File: src/rtl/tt_pkg.sv
// Shared types and constants for the truth-table harvester.
// Macro TT_SWEEP_FIRST_FAIL_EN enables the first_fail output.
package tt_pkg;
  localparam int N_IN      = 7;
  localparam int N_MINTERM = 1 << N_IN;

  typedef logic [N_MINTERM-1:0] tt_t;

  localparam logic [1:0] S_IDLE  = 2'd0;
  localparam logic [1:0] S_SWEEP = 2'd1;
  localparam logic [1:0] S_DRAIN = 2'd2;
  localparam logic [1:0] S_DONE  = 2'd3;

  typedef enum logic [1:0] {
    ST_IDLE  = S_IDLE,
    ST_SWEEP = S_SWEEP,
    ST_DRAIN = S_DRAIN,
    ST_DONE  = S_DONE
  } tt_state_e;
endpackage

File: src/rtl/tt_sweep_if.sv
// Harvester bus: sweep control, minterm drive, function sample and results.
// first_fail exists only when TT_SWEEP_FIRST_FAIL_EN is defined.
interface tt_sweep_if;
  import tt_pkg::*;
  logic            start;
  tt_t             expected;
  logic [N_IN-1:0] x;
  logic            f_in;
  logic            busy;
  logic            done;
  tt_t             tt;
  logic            match;
`ifdef TT_SWEEP_FIRST_FAIL_EN
  logic [N_IN-1:0] first_fail;
`endif

  modport master (
    output start, expected, f_in,
    input  x, busy, done, tt, match
`ifdef TT_SWEEP_FIRST_FAIL_EN
    , input first_fail
`endif
  );

  modport slave (
    input  start, expected, f_in,
    output x, busy, done, tt, match
`ifdef TT_SWEEP_FIRST_FAIL_EN
    , output first_fail
`endif
  );
endinterface

File: src/rtl/tt_lat_pipe.sv
// (valid, index) delay line matching the function block latency.
// LAT=0 collapses to wires.
module tt_lat_pipe #(
  parameter int LAT = 0,
  parameter int IW  = 7
) (
  input  logic          clk,
  input  logic          rst,
  input  logic          in_vld,
  input  logic [IW-1:0] in_idx,
  output logic          out_vld,
  output logic [IW-1:0] out_idx
);
  generate
    if (LAT == 0) begin : g_wire
      wire unused_ok = &{1'b0, clk, rst};
      assign out_vld = in_vld;
      assign out_idx = in_idx;
    end else begin : g_pipe
      logic [LAT-1:0]         vld_pipe;
      logic [LAT-1:0][IW-1:0] idx_pipe;

      always_ff @(posedge clk) begin
        if (rst) begin
          vld_pipe <= '0;
        end else begin
          vld_pipe[0] <= in_vld;
          for (int i = 1; i < LAT; i++) vld_pipe[i] <= vld_pipe[i-1];
        end
      end

      // Index needs no reset: it is only consumed alongside a valid bit.
      always_ff @(posedge clk) begin
        idx_pipe[0] <= in_idx;
        for (int i = 1; i < LAT; i++) idx_pipe[i] <= idx_pipe[i-1];
      end

      assign out_vld = vld_pipe[LAT-1];
      assign out_idx = idx_pipe[LAT-1];
    end
  endgenerate
endmodule

File: src/rtl/tt_sweep.sv
// Sweeps all 128 minterms into a 7-input function block, captures its truth
// table and compares it to an expected signature. Optional: TT_SWEEP_FIRST_FAIL_EN.
module tt_sweep
  import tt_pkg::*;
#(
  parameter int FUNC_LAT = 0
) (
  input logic       clk,
  input logic       rst,
  tt_sweep_if.slave bus
);
  logic [1:0]      state;
  logic [N_IN-1:0] cnt;
  tt_t             exp_q, tt_q, tt_nxt;
  logic            match_q;
  logic            active, start_acc, sweep_vld;
  logic            s_vld, last_smp;
  logic [N_IN-1:0] s_idx;

  assign active    = (state == S_SWEEP) || (state == S_DRAIN);
  assign start_acc = (state == S_IDLE) && bus.start;
  assign sweep_vld = (state == S_SWEEP);

  tt_lat_pipe #(.LAT(FUNC_LAT), .IW(N_IN)) u_pipe (
    .clk     (clk),
    .rst     (rst),
    .in_vld  (sweep_vld),
    .in_idx  (cnt),
    .out_vld (s_vld),
    .out_idx (s_idx)
  );

  // The sample for minterm 127 is the last one; it marks entry into DONE.
  assign last_smp = s_vld && (&s_idx);

  always_comb begin
    tt_nxt = tt_q;
    if (s_vld) tt_nxt[s_idx] = bus.f_in;
  end

  always_ff @(posedge clk) begin
    if (rst) begin
      state   <= S_IDLE;
      cnt     <= '0;
      exp_q   <= '0;
      tt_q    <= '0;
      match_q <= 1'b0;
    end else begin
      tt_q <= start_acc ? '0 : tt_nxt;
      if (start_acc)     match_q <= 1'b0;
      else if (last_smp) match_q <= (tt_nxt == exp_q);
      case (state)
        S_IDLE: if (bus.start) begin
          state <= S_SWEEP;
          exp_q <= bus.expected;
          cnt   <= '0;
        end
        S_SWEEP: begin
          if (&cnt) state <= last_smp ? S_DONE : S_DRAIN;
          else      cnt   <= cnt + 1'b1;
        end
        S_DRAIN: if (last_smp) state <= S_DONE;
        default: state <= S_IDLE;
      endcase
    end
  end

  assign bus.x     = active ? cnt : '0;
  assign bus.busy  = active;
  assign bus.done  = (state == S_DONE);
  assign bus.tt    = tt_q;
  assign bus.match = match_q;

`ifdef TT_SWEEP_FIRST_FAIL_EN
  logic [N_IN-1:0] ff_q;
  logic            ff_seen;

  always_ff @(posedge clk) begin
    if (rst) begin
      ff_q    <= '0;
      ff_seen <= 1'b0;
    end else if (start_acc) begin
      ff_q    <= '0;
      ff_seen <= 1'b0;
    end else if (s_vld && !ff_seen && (bus.f_in != exp_q[s_idx])) begin
      ff_q    <= s_idx;
      ff_seen <= 1'b1;
    end
  end

  assign bus.first_fail = ff_q;
`endif
endmodule

File: src/flat_wrapper.sv
// flat-port wrapper written by rule: the top's interface ports become plain ports
module tt_sweep_flat import tt_pkg::*;
#(
  parameter int FUNC_LAT = 0
)
  (clk, rst, bus_start, bus_expected, bus_f_in, bus_x, bus_busy, bus_done, bus_tt, bus_match);
  tt_sweep_if bus_i ();
  input logic clk;
  input logic rst;
  input wire logic [$bits(bus_i.start)-1:0] bus_start;
  input wire logic [$bits(bus_i.expected)-1:0] bus_expected;
  input wire logic [$bits(bus_i.f_in)-1:0] bus_f_in;
  output wire logic [$bits(bus_i.x)-1:0] bus_x;
  output wire logic [$bits(bus_i.busy)-1:0] bus_busy;
  output wire logic [$bits(bus_i.done)-1:0] bus_done;
  output wire logic [$bits(bus_i.tt)-1:0] bus_tt;
  output wire logic [$bits(bus_i.match)-1:0] bus_match;
  assign bus_i.start = bus_start;
  assign bus_i.expected = bus_expected;
  assign bus_i.f_in = bus_f_in;
  assign bus_x = bus_i.x;
  assign bus_busy = bus_i.busy;
  assign bus_done = bus_i.done;
  assign bus_tt = bus_i.tt;
  assign bus_match = bus_i.match;
  tt_sweep #(.FUNC_LAT(FUNC_LAT)) u_core (.clk(clk), .rst(rst), .bus(bus_i));
endmodule
File: config.mk
export PLATFORM = sky130hd
export DESIGN_NAME = tt_sweep_flat
export DESIGN_NICKNAME = d
export VERILOG_FILES = /design/src/rtl/tt_pkg.sv /design/src/rtl/tt_sweep_if.sv /design/src/rtl/tt_lat_pipe.sv /design/src/rtl/tt_sweep.sv /design/src/flat_wrapper.sv
export SDC_FILE = /design/constraint.sdc
export NUM_CORES = 1
export LEC_CHECK = 0
export BUFFER_PORTS_ARGS = -buffer_cell sky130_fd_sc_hd__buf_2
export CORE_MARGIN = 4
export CORE_UTILIZATION = 25
export DETAILED_ROUTE_END_ITERATION = 16
export GPL_TIMING_DRIVEN = 1
export PLACE_DENSITY_LB_ADDON = 0.05
export SYNTH_ARGS = -nofsm -noshare
export SYNTH_HDL_FRONTEND = slang
export SYNTH_HIERARCHICAL = 1
export SYNTH_SLANG_ARGS = --single-unit
File: constraint.sdc
create_clock -name clk -period 8.7 [get_ports clk]
set_input_delay 0.435 -clock clk [delete_from_list [all_inputs] [get_ports clk]]
set_output_delay 0.435 -clock clk [all_outputs]
set_load 0.02 [all_outputs]
---- After elaboration in Yosys (flattened, before gate mapping) ----
Cells that the tools add are included.
operators by class
  add/subtract/negate cells ............... 1
  magnitude comparators ................... 2
  eq/ne operators ......................... 8
  muxes and demuxes ....................... 13
  reductions and logical operators ........ 11
operators by type and width
  kind                                                 number
  bitwise mux 128 bit                                  1
  == test 128 bit                                      1
  two-way mux 128 bit                                  1
  two-way mux 7 bit                                    3
  case mux 7 bit (2 select lines)                      1
  < comparator 7 x 8 -> 1 bit, second input constant   1
  adder 7 x 1 -> 7 bit, second input constant          1
  demux 1 bit (select 7 bit)                           1
  >= comparator 7 x 1 -> 1 bit, second input constant  1
  AND reduction 7 bit                                  1
  two-way mux 2 bit                                    3
  != test 2 bit, second input constant                 3
  case mux 2 bit (3 select lines)                      1
  AND reduction 3 bit                                  2
  == test 2 bit, second input constant                 2
  logical AND 1 bit                                    3
  == test 2 x 1 -> 1 bit, second input constant        1
  zero test 2 bit                                      1
  two-way mux 1 bit                                    2
  != test 2 x 1 -> 1 bit, second input constant        1
  AND reduction 2 bit                                  1
  nonzero test 2 bit                                   1
  OR reduction 2 bit                                   1
  logical OR 1 bit                                     1
word-level totals
  bits in registers ....................... 266
  output and inout bits ................... 138
  logic and storage cells ................. 40

---- Longest topological paths before layout ----
Gate-level depths: netlist (run 1).
  depth in word-level cells ............... 7
  depth in mapped cells ................... 14

---- Hierarchy ----
The synthesis (run 1) kept the hierarchy.
by module, submodules not included
  module       instances  cells each  area an instance (sq um)
  tt_sweep     1          1652        12692.2
  tt_lat_pipe  1          8           60.1

---- Worst setup path after synthesis (run 1) ----
OpenSTA, ideal clock, no wires.
  path kind ............................... reg2reg
  start ................................... reg u_core.state[1]
  end ..................................... reg u_core.match_q, in the netlist u_core/bus.match
  library setup time ...................... 92 ps
  data arrival time ....................... 3001 ps
  slack ................................... 5606 ps
  stages on the path, launching flop included .. 13
  buffers on the path ..................... 2
  clock period less this slack ............ 3094 ps
  cells stage by stage .................... dfxtp_1 -> inv_1 -> ha_1 -> buf_4 -> or4b_4 -> buf_2 -> o21ai_0 -> o2111ai_1 -> or4_1 -> nor4_1 -> nand4_1 -> or4_1 -> o32ai_1
between the ends
  word-level cells in the longest chain between the ends .. 3
ends and longest elaborated chain
  element                   RTL line        RTL
  start, declared           tt_sweep.sv:12  logic [1:0] state;
  start signal, assigned    tt_sweep.sv:59  if (&cnt) state <= last_smp ? S_DONE : S_DRAIN;
  == test 2 x 1 -> 1 bit *  tt_sweep.sv:22  assign sweep_vld = (state == S_SWEEP);
  via u_core.sweep_vld      tt_sweep.sv:16  logic active, start_acc, sweep_vld;
  two-way mux 128 bit       tt_sweep.sv:38  if (s_vld) tt_nxt[s_idx] = bus.f_in;
  == test 128 bit           tt_sweep.sv:51  else if (last_smp) match_q <= (tt_nxt == exp_q);
  end signal, assigned      tt_sweep.sv:51
  end, declared             tt_sweep.sv:15  logic match_q;
The timed path passes the listed nets; every way through them passes the cells marked *.
A chain may end at the register's enable or synchronous reset.

---- Final worst setup path (run 1) ----
  start ................................... reg u_core.cnt[6]
  end ..................................... reg u_core.match_q, in the netlist u_core/bus.match
between the ends
  word-level cells in the longest chain between the ends .. 7
ends and longest elaborated chain
  element                                                                                                   RTL line        RTL
  start, declared                                                                                           tt_sweep.sv:13  logic [N_IN-1:0] cnt;
  start signal, assigned                                                                                    tt_sweep.sv:60  else cnt <= cnt + 1'b1;
  < comparator 7 x 8 -> 1 bit (implied by the code) / >= comparator 7 x 1 -> 1 bit (equally long branches)  tt_sweep.sv:38
  logical AND 1 bit (implied by the code)                                                                   tt_sweep.sv:38
  two-way mux 1 bit (implied by the code)                                                                   tt_sweep.sv:38
  demux 1 bit (select 7 bit)                                                                                n/a
  bitwise mux 128 bit                                                                                       tt_sweep.sv:38
  two-way mux 128 bit                                                                                       tt_sweep.sv:38
  == test 128 bit                                                                                           tt_sweep.sv:51
Several ways; a longest one is shown, not always the timed one.

==> reports/qor.yml, run 1 <==
yosys:
  synthSimpleGateAreaFrac_pct: 27.4
  synth_flop_cell: "dfxtp_1"
  synthArstFlopShare_pct: 0
  ys_seq_elements: 266
  synth_cell_types: 75
  synthMuxAreaShare_pct: 1.33
  synth_nets: 1797
  synth_xor_xnor_area_share_pct: 2.82
  synth_top_family_by_area: "simple AND/OR/NAND/NOR gates"
  ys_seq_area_share_pct: 41.8
  synth_fa_ha_area_share_pct: 0.491
  yosys_warnings: 6
  syn_area_sq_um: 12800
  synth_area_leaders: "dfxtp_1 (42%), nand2_1 (10%), a21oi_1 (9.7%)"
  synth_edf_count: 0
  synth_cells: 1660
  synth-compound-area-share_pct: 20.7
  yosysTopAreaCellShare_pct: 41.8
  synth.most_common_cell: "nand2_1"
  synthTopCellsByCount: "nand2_1 (346), dfxtp_1 (266), a21oi_1 (247)"
  synth.avg_cell_area_sq_um: 7.68
  synth_area_leader_cell: "dfxtp_1"
timing:
  tightest_slew_ns: 1.04
  relSlewSlack_pct: 30.4
  min_period_ns: 4.46
  fin_skew_ns: 0.0203
  setup_ws_ns: 4.24
  grt_setup_unrepaired: "no"
  hold_viol_final: 0
  setup_viol: 0
  clock.fmax_ghz: 0.224
  post-route-period-util_pct: 51.2
  setup_tns_ns: 0
  drv_slew: 0
route:
  drc: 0
  antenna_left: 0
  dr.pass1.iters: 6
  post_drt_wl_per_cell_um: 28.1
  drt_iter0_markers: 1280
  drt_wl_total_mm: 71.6
  vias_per_cell: 5.32
  vias: 13500
run:
  maxCapViolations: 0
clock_tree:
  cts_setup_buffers: 0
  path_clk_slew_ns: 0.06
  hold_buffers: 0
  clock_insertion_delay_worst_skew_ns: 0.55
  clock-root-buffer: "clkbuf_16"
  cts_buffers: 35
  post_cts_resized: 0
  h-tree-depth: 2
  clock_path_buffers: 3
  cts_tree: "built"
  clkSinkCount: 266
setup_path:
  startpoint_type: "flip-flop"
  cp.arrival_ns: 4.91
  path_class: "reg2reg"
  critPathRequiredTime_ns: 9.15
  cp_max_fo: 33
  reg2reg_depth: 9
  cp-end-kind: "flip-flop"
die:
  fp.dieW_um: 234
  core.rowCount: 82
  fp.coreArea_sq_um: 50300
  start_util_pct: 25.4
  die_area_sq_um: 54700
  die_h_um: 234
  io_pins: 270
global_route:
  grt_pass1_vias: 13000
  grt_max_degree: 79
  grt_usage_pct: 25.3
  grt_pass1_wl_mm: 98.6
  antenna_found_initial: 4
  grt_overflow: 0
placement:
  hpwl_mm: 52.3
  numPortBuffers: 269
  pre_cts_ws_ns: 4.20
  place_congestion: 0.922
hold_path:
  hp-class: "in2reg"
  hold_path_depth: 3
layout:
  layout.nets: 1989
  drive_above_1_share_pct: 20.3
  diodes: 0
  area_delta_synth_final_pct: 23.2
  n_fill_cell: 5583
power:
  switching_share_pct: 34.6
  ir_drop_v: 0.000103
  sequentialPowerShare_pct: 40.6
  power_switching_uw: 1280
  total_power_uw: 3710
  power_frac_clock_pct: 39.0
  power_density_nw_per_um2: 236
  internal_power_uw: 2420
  p_leak_uw: 0.00600
  comb_power_share_pct: 20.4
run_status:
  status: "completed"
worst max-delay path, stage by stage, from the launching register on:
cell and delay, ns:
dfxtp_1 0.33, buf_4 0.39, nand4_1 0.75, nor2_1 0.81, mux2i_1 0.33, xor2_1 0.36
nand4_1 0.20, nor4_1 0.68, nand4_1 0.30, o32ai_1 0.19
cells by family after synthesis:
family                   after synthesis
AND/OR/NAND/NOR                      730
buffers and inverters                159
AO/OA/AOI/OAI                        442
adder cells (fa/ha/maj)                5
XOR/XNOR                              41
flip-flops                           266
multiplexers                          17
sequential cells by signal, indices dropped and copies added, names as in the netlist:
name,count
u_core/bus.match,1
u_core/bus.tt,128
u_core/cnt,7
u_core/exp_q,128
u_core/state,2
metrics by stage:
stage | instance area, sq um | hold slack (ns) | utilization [%] | instances
floorplan | 12800 | 0.446 | - | 1660
global placement | 14600 | 0.464 | 29.0 | 2487
detailed placement | 14600 | 0.465 | 29.0 | 2487
CTS | 15700 | 0.0958 | 31.3 | 2547
global route | 15700 | 0.117 | 31.3 | 2547
finish | 15700 | 0.120 | 31.3 | 2547
worst paths after layout:
path	start	end	slack [ns]
setup reg to reg	u_core/cnt[6]	u_core/bus.match	4.24
hold reg to reg	u_core/exp_q[98]	u_core/exp_q[98]	0.47
setup / recovery	u_core/cnt[6]	u_core/bus.match	4.24
hold / removal	bus_expected[58]	u_core/exp_q[58]	0.12
per-layer routing:
metal | up-vias | track usage (%) | share of wire [%]
met2 | 568 | 41.7 | 47
li1 | 6236 | - | -
met3 | 118 | 5.50 | 7.0
met4 | 8 | 7.89 | 3.5
met5 | - | 0 | 0.071
met1 | 6615 | 33.2 | 43
cells in the final DEF, fill, tap and decap left out, types with 5 or more instances in the layout:
| cell type | n |
|---|---|
| nor3b_1 | 6 |
| dfxtp_1 | 266 |
| nor3_1 | 59 |
| xnor2_1 | 25 |
| nand2b_1 | 5 |
| o22ai_1 | 12 |
| nand4b_1 | 7 |
| nor4_1 | 22 |
| clkinv_2 | 6 |
| mux2i_1 | 17 |
| nand2_1 | 345 |
| or4_1 | 5 |
| a31oi_1 | 6 |
| buf_2 | 268 |
| a22o_1 | 5 |
| o2bb2ai_1 | 10 |
| and4b_1 | 6 |
| nand4bb_1 | 8 |
| inv_1 | 11 |
| o21ai_1 | 10 |
| buf_4 | 34 |
| and2_1 | 15 |
| o211ai_1 | 7 |
| a21o_1 | 13 |
| o2111ai_1 | 15 |
| nand4_1 | 16 |
| nand3b_1 | 5 |
| ha_1 | 5 |
| clkbuf_8 | 11 |
| xor2_1 | 16 |
| nand3_1 | 68 |
| a22oi_1 | 6 |
| o21a_1 | 7 |
| o21ai_0 | 56 |
| a21oi_1 | 247 |
| clkbuf_16 | 35 |
| a2111o_1 | 5 |
| nor2_1 | 124 |
layout make-up:
| cell class | count | area (sq um) | share of cell area [%] |
|---|---|---|---|
| timing repair buffer | 302 | 1600 | 10.2 |
| tap | 672 | 841 | 5.35 |
| clock buffer | 50 | 1040 | 6.63 |
| clock inverter | 10 | 83.8 | 0.533 |
| inverter | 12 | 45.0 | 0.287 |
| multi-input combinational | 1235 | 6780 | 43.2 |
| sequential | 266 | 5330 | 33.9 |
power groups by stage:
| stage | combinational [uW] | clock [uW] | sequential [uW] |
|---|---|---|---|
| final | 755 | 1450 | 1500 |
| after global routing | 827 | 1530 | 1510 |
| after CTS | 759 | 1480 | 1500 |
| after detailed placement | 758 | 0 | 1530 |
| after global placement | 753 | 0 | 1530 |
| after floorplan | 504 | 0 | 1420 |
Power figures use the tool's default switching activity.
==> run 2: changes to the inputs <==
ABC_AREA = 1   (was default)
clock period = 4.6 ns   (was 8.7 ns; I/O delays follow)
==> reports/qor.yml, run 2 <==
die:
  die_area_sq_um: 54800  # +0.12%
  fp.coreArea_sq_um: 50300  # unchanged
  fp.dieW_um: 234  # about the same
  core.rowCount: 82  # unchanged
  die_h_um: 234  # about the same
  start_util_pct: 25.4  # +0.032 points
  io_pins: 270  # unchanged
clock_tree:
  h-tree-depth: 2  # unchanged
  path_clk_slew_ns: 0.06  # about the same
  clock-root-buffer: "clkbuf_16"
  clock_insertion_delay_worst_skew_ns: 0.54  # about the same
  cts_tree: "built"
  cts_buffers: 36  # +2.9%
  clock_path_buffers: 3  # unchanged
  clkSinkCount: 266  # unchanged
timing:
  fin_skew_ns: 0.0150  # -0.00529 ns
  setup_viol: 0  # unchanged
  drv_slew: 0  # unchanged
  min_period_ns: 3.69  # -0.765 ns
  hold_viol_final: 0  # unchanged
  tightest_slew_ns: 1.10  # +0.0516 ns
  relSlewSlack_pct: 27.0  # -3.4 points
  setup_tns_ns: 0  # unchanged
  grt_setup_unrepaired: "no"
  clock.fmax_ghz: 0.271  # +21%
  post-route-period-util_pct: 80.3  # +29 points
placement:
  place_congestion: 0.782  # -15%
  numPortBuffers: 269  # unchanged
  hpwl_mm: 40.2  # -23%
setup_path:
  r2r_end: "u_core/bus.match"
  regToRegSetupSlack_ns: 0.91  # -3.33 ns
  worst_path_max_delay_cell: "nor2_2"
  cpPeakStageDelay_ns: 0.70  # -0.11 ns
  reg2reg_from: "u_core/state[1]"
  critPathRequiredTime_ns: 5.05  # -4.10 ns
  cp.arrival_ns: 4.15  # -0.76 ns
  reg2reg_depth: 17  # +8
  cp_max_fo: 15  # -55%
  startpoint_type: "flip-flop"
  cp-end-kind: "flip-flop"
  cp_common_cell: "nand2_1"
  crit_path_start: "u_core/state[1]"
  cp_cell_sequence: "inv_1 > ha_1 > inv_2 > nor2_2 > buf_4 > nand3_1 > nand2_1 > nand2_1 > nand2_1 > nand2_1 > nor2_1 > nand2_1 > nor2_1 > nand2_1 > nor2_1 > nand3_1 > a21oi_1"
  path_class: "reg2reg"
  worstSetupEndpoint: "u_core/bus.match"
layout:
  drive_above_1_share_pct: 16.6  # -3.7 points
  finish.utilization_pct: 33.3  # +2.0 points
  diodes: 0  # unchanged
  final_cell_mix: "nand2_1 (441), nor2_1 (335), buf_2 (269), dfxtp_1 (266), nand3_1 (195)"
  layout.nets: 2381  # +20%
  area_delta_synth_final_pct: 30.9
  layout_commonest_cell: "nand2_1"
route:
  antenna_left: 0  # unchanged
  post_drt_wl_per_cell_um: 19.1  # -32%
  vias: 13500  # -0.61%
  dr.pass1.iters: 5  # -1
  drc: 0  # unchanged
  drt_iter0_markers: 823  # -36%
  drt_wl_total_mm: 56.2  # -22%
  vias_per_cell: 4.58  # -14%
yosys:
  synth_edf_count: 0  # unchanged
  synth_area_leader_cell: "dfxtp_1"
  synth_nets: 2070  # +15%
  synth_area_leaders: "dfxtp_1 (42%), nand2_1 (13%), nor2_1 (9.9%)"
  ys_seq_area_share_pct: 41.7  # -0.053 points
  synth.most_common_cell: "nand2_1"
  synth.avg_cell_area_sq_um: 6.61  # -14%
  synthTopCellsByCount: "nand2_1 (443), nor2_1 (336), dfxtp_1 (266)"
  ys_seq_elements: 266  # unchanged
  synth_flop_cell: "dfxtp_1"
  synth_cells: 1933  # +16%
  yosys_warnings: 6  # unchanged
  synthArstFlopShare_pct: 0  # unchanged
  yosysTopAreaCellShare_pct: 41.7  # -0.053 points
  syn_area_sq_um: 12800  # +0.13%
  synth_cell_types: 30  # -60%
run:
  maxCapViolations: 0  # unchanged
global_route:
  globalRouteMet2Util_pct: 33.6  # -8.1 points
  grt_pass1_vias: 13000  # +0.069%
  grt_overflow: 0  # unchanged
  grt.met3_usage_pct: 3.17  # -2.3 points
  grt_pass1_wl_mm: 82.2  # -17%
  top_usage_layer: "met2"
  antenna_found_initial: 0  # -4
  grt_max_degree: 115  # +46%
  grt_usage_pct: 20.1  # -5.3 points
  gr-usage-met1_pct: 26.7  # -6.6 points
run_status:
  status: "completed"
power:
  ir_drop_v: 0.000181  # +76%
  p_leak_uw: 0.00735  # +23%
  total_power_uw: 7500  # +100%
  power_density_nw_per_um2: 449  # +90%
hold_path:
  hp-class: "in2reg"
  hold_path_depth: 3  # unchanged
run 2: cell types whose count changed after synthesis, moves of 97 or more:
cell     before  now
nor2_1      124  336
o21ai_0      56  191
a21oi_1     247   92
inv_1        12  174
nand2_1     346  443
nand3_1      68  195
run 2: worst max-delay path: cells and delay by family, from the launching register on:
kind            cells  cell delay [ns]
compound gates      1             0.13
fa+ha+maj           1             0.54
buf+inv             3             0.69
flops               1             0.33
simple gates       12             1.88
run 2: per-stage QoR:
stage / instance area [sq um] / hold WS [ns] / setup slack, ns / instances
6_report: 16700 / 0.0241 / 0.908 / 2940
3_3_place_gp: 14700 / 0.458 / 0.985 / 2800
3_5_place_dp: 14700 / 0.463 / 0.920 / 2800
2_1_floorplan: 12800 / 0.302 / 2.32 / 1933
5_1_grt: 16700 / 0.0205 / 0.607 / 2940
4_1_cts: 16700 / 0.00168 / 0.886 / 2940
run 2: how the worst min path moves through the flow:
stage,start,to,slack [ns]
final,bus_expected[74],u_core/exp_q[74],0.02
after global routing,bus_expected[74],u_core/exp_q[74],0.02
after CTS,bus_expected[35],u_core/exp_q[35],0.002
after detailed placement,u_core/exp_q[34],u_core/exp_q[34],0.46
after global placement,u_core/exp_q[90],u_core/exp_q[90],0.46
after floorplan,rst,u_core/state[0],0.30
run 2: cell families (layout without fill, tap and decap cells):
kind of cell	Yosys count	after routing	share of synthesized area, %
simple gates	1011	1011	32.6
flops	266	266	41.7
fa+ha+maj	5	5	0.490
xor+xnor	19	19	1.30
compound gates	351	351	15.0
buf+inv	281	616	8.96
run 2: metal layers:
| layer | wire length, um | share of wire [%] | vias to the layer above |
|---|---|---|---|
| li1 | - | - | 6831 |
| met1 | 25700 | 46 | 6240 |
| met2 | 26300 | 47 | 320 |
| met3 | 2740 | 4.9 | 71 |
| met4 | 1520 | 2.7 | 0 |
| met5 | 0 | 0 | - |
run 2: what timing repair did:
action / in CTS / in global routing
endpoints found under the hold margin: 80 / 0
hold buffers: 78 / 0
buffers inserted: 0 / 0
gates resized for setup: 0 / 0
run 2: power breakdown:
part,leakage (uW),switching [uW],internal [uW]
clock network,0.000604,1080,1820
registers,0.00217,211,2630
logic,0.00458,1200,562
run 2: area by class of cell:
cell class,instances,area (sq um)
clock buffers,51,1060
inverters,183,691
well taps,672,841
fillers,5517,33600
multi-input cells,1386,6320
repair buffers,371,2330
flip-flops and latches,266,5330
clock inverters,11,155
==> run 3: changes to the inputs <==
clock period = 3 ns   (was 4.6 ns; I/O delays follow)
==> reports/qor.yml, run 3 (synthesized netlist as in run 2, its figures left out) <==
global_route:
  grt_max_degree: 73  # -37%
  grt_overflow: 0  # unchanged
  antenna_found_initial: 0  # unchanged
  grt_pass1_vias: 13400  # +2.8%
  grt_usage_pct: 20.3  # +0.19 points
  grt_pass1_wl_mm: 83.6  # +1.7%
hold_path:
  hp-class: "in2reg"
die:
  die_h_um: 234  # unchanged
  io_pins: 270  # unchanged
  core.rowCount: 82  # unchanged
  fp.coreArea_sq_um: 50300  # unchanged
  start_util_pct: 25.4  # unchanged
  die_area_sq_um: 54800  # unchanged
  fp.dieW_um: 234  # unchanged
setup_path:
  cp_cell_sequence: "buf_4 > nand3_1 > nor2_2 > buf_12 > nand3_1 > o21ai_0 > o21ai_0 > nor2_2 > nand2_1 > nor2_1 > nand2_1 > nor2_1 > nand3_1 > a21oi_1"
  critPathRequiredTime_ns: 3.47  # -1.58 ns
  path_class: "reg2reg"
  cpPeakStageDelay_ns: 0.52  # -0.18 ns
  startpoint_type: "flip-flop"
  cp_max_fo: 14  # -1
  worst_path_max_delay_cell: "dfxtp_1"
  worstPathBufferInverterCount: 2  # -1
  cp.arrival_ns: 3.21  # -0.94 ns
  cp_common_cell: "nand3_1"
  cp-end-kind: "flip-flop"
  crit_family: "simple AND/OR/NAND/NOR gates"
placement:
  numPortBuffers: 269  # unchanged
  hpwl_mm: 41.6  # +3.4%
  place_congestion: 0.814  # +4.0%
route:
  vias_per_cell: 4.57  # -0.25%
  vias: 13800  # +2.5%
  post_drt_wl_per_cell_um: 18.8  # -1.7%
  drt_wl_total_mm: 56.8  # +1.0%
  drc: 0  # unchanged
  dr.pass1.iters: 5  # unchanged
  drt_iter0_markers: 812  # -1.3%
  antenna_left: 0  # unchanged
clock_tree:
  h-tree-depth: 2  # unchanged
  clock_path_buffers: 3  # unchanged
  path_clk_slew_ns: 0.06  # about the same
  clock_insertion_delay_worst_skew_ns: 0.53  # about the same
  cts_buffers: 36  # unchanged
  clkSinkCount: 266  # unchanged
  clock-root-buffer: "clkbuf_16"
  cts_tree: "built"
layout:
  layout.nets: 2464  # +3.5%
  layout_commonest_cell: "nand2_1"
  area_delta_synth_final_pct: 36.8
  final_cell_mix: "nand2_1 (439), nor2_1 (330), buf_2 (269), dfxtp_1 (266), nand3_1 (195)"
  drive_above_1_share_pct: 18.0  # +1.4 points
power:
  sequentialPowerShare_pct: 38.2  # +0.4 points
  switching_share_pct: 33.8  # +0.55 points
  p_leak_uw: 0.00770  # +4.7%
  comb_power_share_pct: 25.6  # +2.1 points
  internal_power_uw: 7500  # +50%
  power_switching_uw: 3830  # +54%
  power_frac_clock_pct: 36.2  # -2.5 points
  power_density_nw_per_um2: 649  # +45%
  ir_drop_v: 0.000274  # +52%
timing:
  setup_tns_ns: 0  # unchanged
  clock.fmax_ghz: 0.364  # +34%
  tightest_slew_ns: 0.686  # -0.409 ns
  fin_skew_ns: 0.0128  # -0.00217 ns
  hold_viol_final: 0  # unchanged
  relSlewSlack_pct: 54.3  # +27 points
  post-route-period-util_pct: 91.7  # +11 points
  drv_slew: 0  # unchanged
  min_period_ns: 2.75  # -0.942 ns
  setup_viol: 0  # unchanged
  hold_ws_ns: 0.0182  # -0.00593 ns
  grt_setup_unrepaired: "no"
run:
  maxCapViolations: 0  # unchanged
run_status:
  status: "completed"
run 3: routing by layer:
layer,vias to the layer above,part of all wire [%],wire [um],track usage (%)
met4,0,2.4,1370,6.00
li1,6990,-,-,-
met2,348,47,26700,33.9
met1,6391,46,26000,27.3
met3,70,4.7,2690,2.61
met5,-,0,0,0
run 3: worst paths after layout:
kind | from | end | slack, ns | cells after the start
worst min-delay path | bus_expected[54] | u_core/exp_q[54] | 0.02 | 3
worst min register to register | u_core/exp_q[48] | u_core/exp_q[48] | 0.47 | 2
worst max register to register | u_core/cnt[2] | u_core/bus.match | 0.25 | 14
worst max-delay path | u_core/cnt[2] | u_core/bus.match | 0.25 | 14
run 3: worst reg2reg max path, cell delays in order (launching register included):
cell and delay, ns:
dfxtp_1 0.52, buf_4 0.23, nand3_1 0.11, nor2_2 0.19
buf_12 0.21, nand3_1 0.09, o21ai_0 0.14, o21ai_0 0.15
nor2_2 0.22, nand2_1 0.20, nor2_1 0.17, nand2_1 0.14
nor2_1 0.13, nand3_1 0.08, a21oi_1 0.12
run 3: area by class of cell:
| type | instances | area (sq um) |
|---|---|---|
| Antenna cell | 1 | 2.50 |
| Clock buffer | 53 | 1040 |
| Clock inverter | 6 | 58.8 |
| Fill cell | 5542 | 32800 |
| Inverter | 183 | 694 |
| Multi-Input combinational cell | 1386 | 6350 |
| Sequential cell | 266 | 5330 |
| Tap cell | 672 | 841 |
| Timing Repair Buffer | 454 | 3160 |
run 3: per-stage QoR:
| stage | total power (uW) | setup WS (ns) | area, sq um | std cells | utilization (%) |
|---|---|---|---|---|---|
| after global placement | 7200 | 0.0708 | 15200 | 2845 | 30.2 |
| after global routing | 12100 | 0.0289 | 17500 | 3020 | 34.7 |
| after floorplan | 6120 | 0.720 | 12800 | 1933 | - |
| after CTS | 11500 | 0.0204 | 17400 | 3020 | 34.7 |
| after detailed placement | 7210 | 0.0268 | 15200 | 2845 | 30.2 |
| final | 11300 | 0.250 | 17500 | 3021 | 34.7 |
run 3: repair_timing:
action,CTS,global route
hold buffers,116,0
setup buffers,0,0
resized for setup,0,12
setup endpoints to repair,0,1
endpoints found under the hold margin,118,0
run 3: power by group through the flow:
stage | sequential, uW | clock [uW] | combinational (uW)
final | 4330 | 4100 | 2900
after CTS | 4330 | 4250 | 2930
after detailed placement | 4410 | 0 | 2810
after global placement | 4400 | 0 | 2800
after global routing | 4390 | 4400 | 3260
after floorplan | 4310 | 0 | 1810
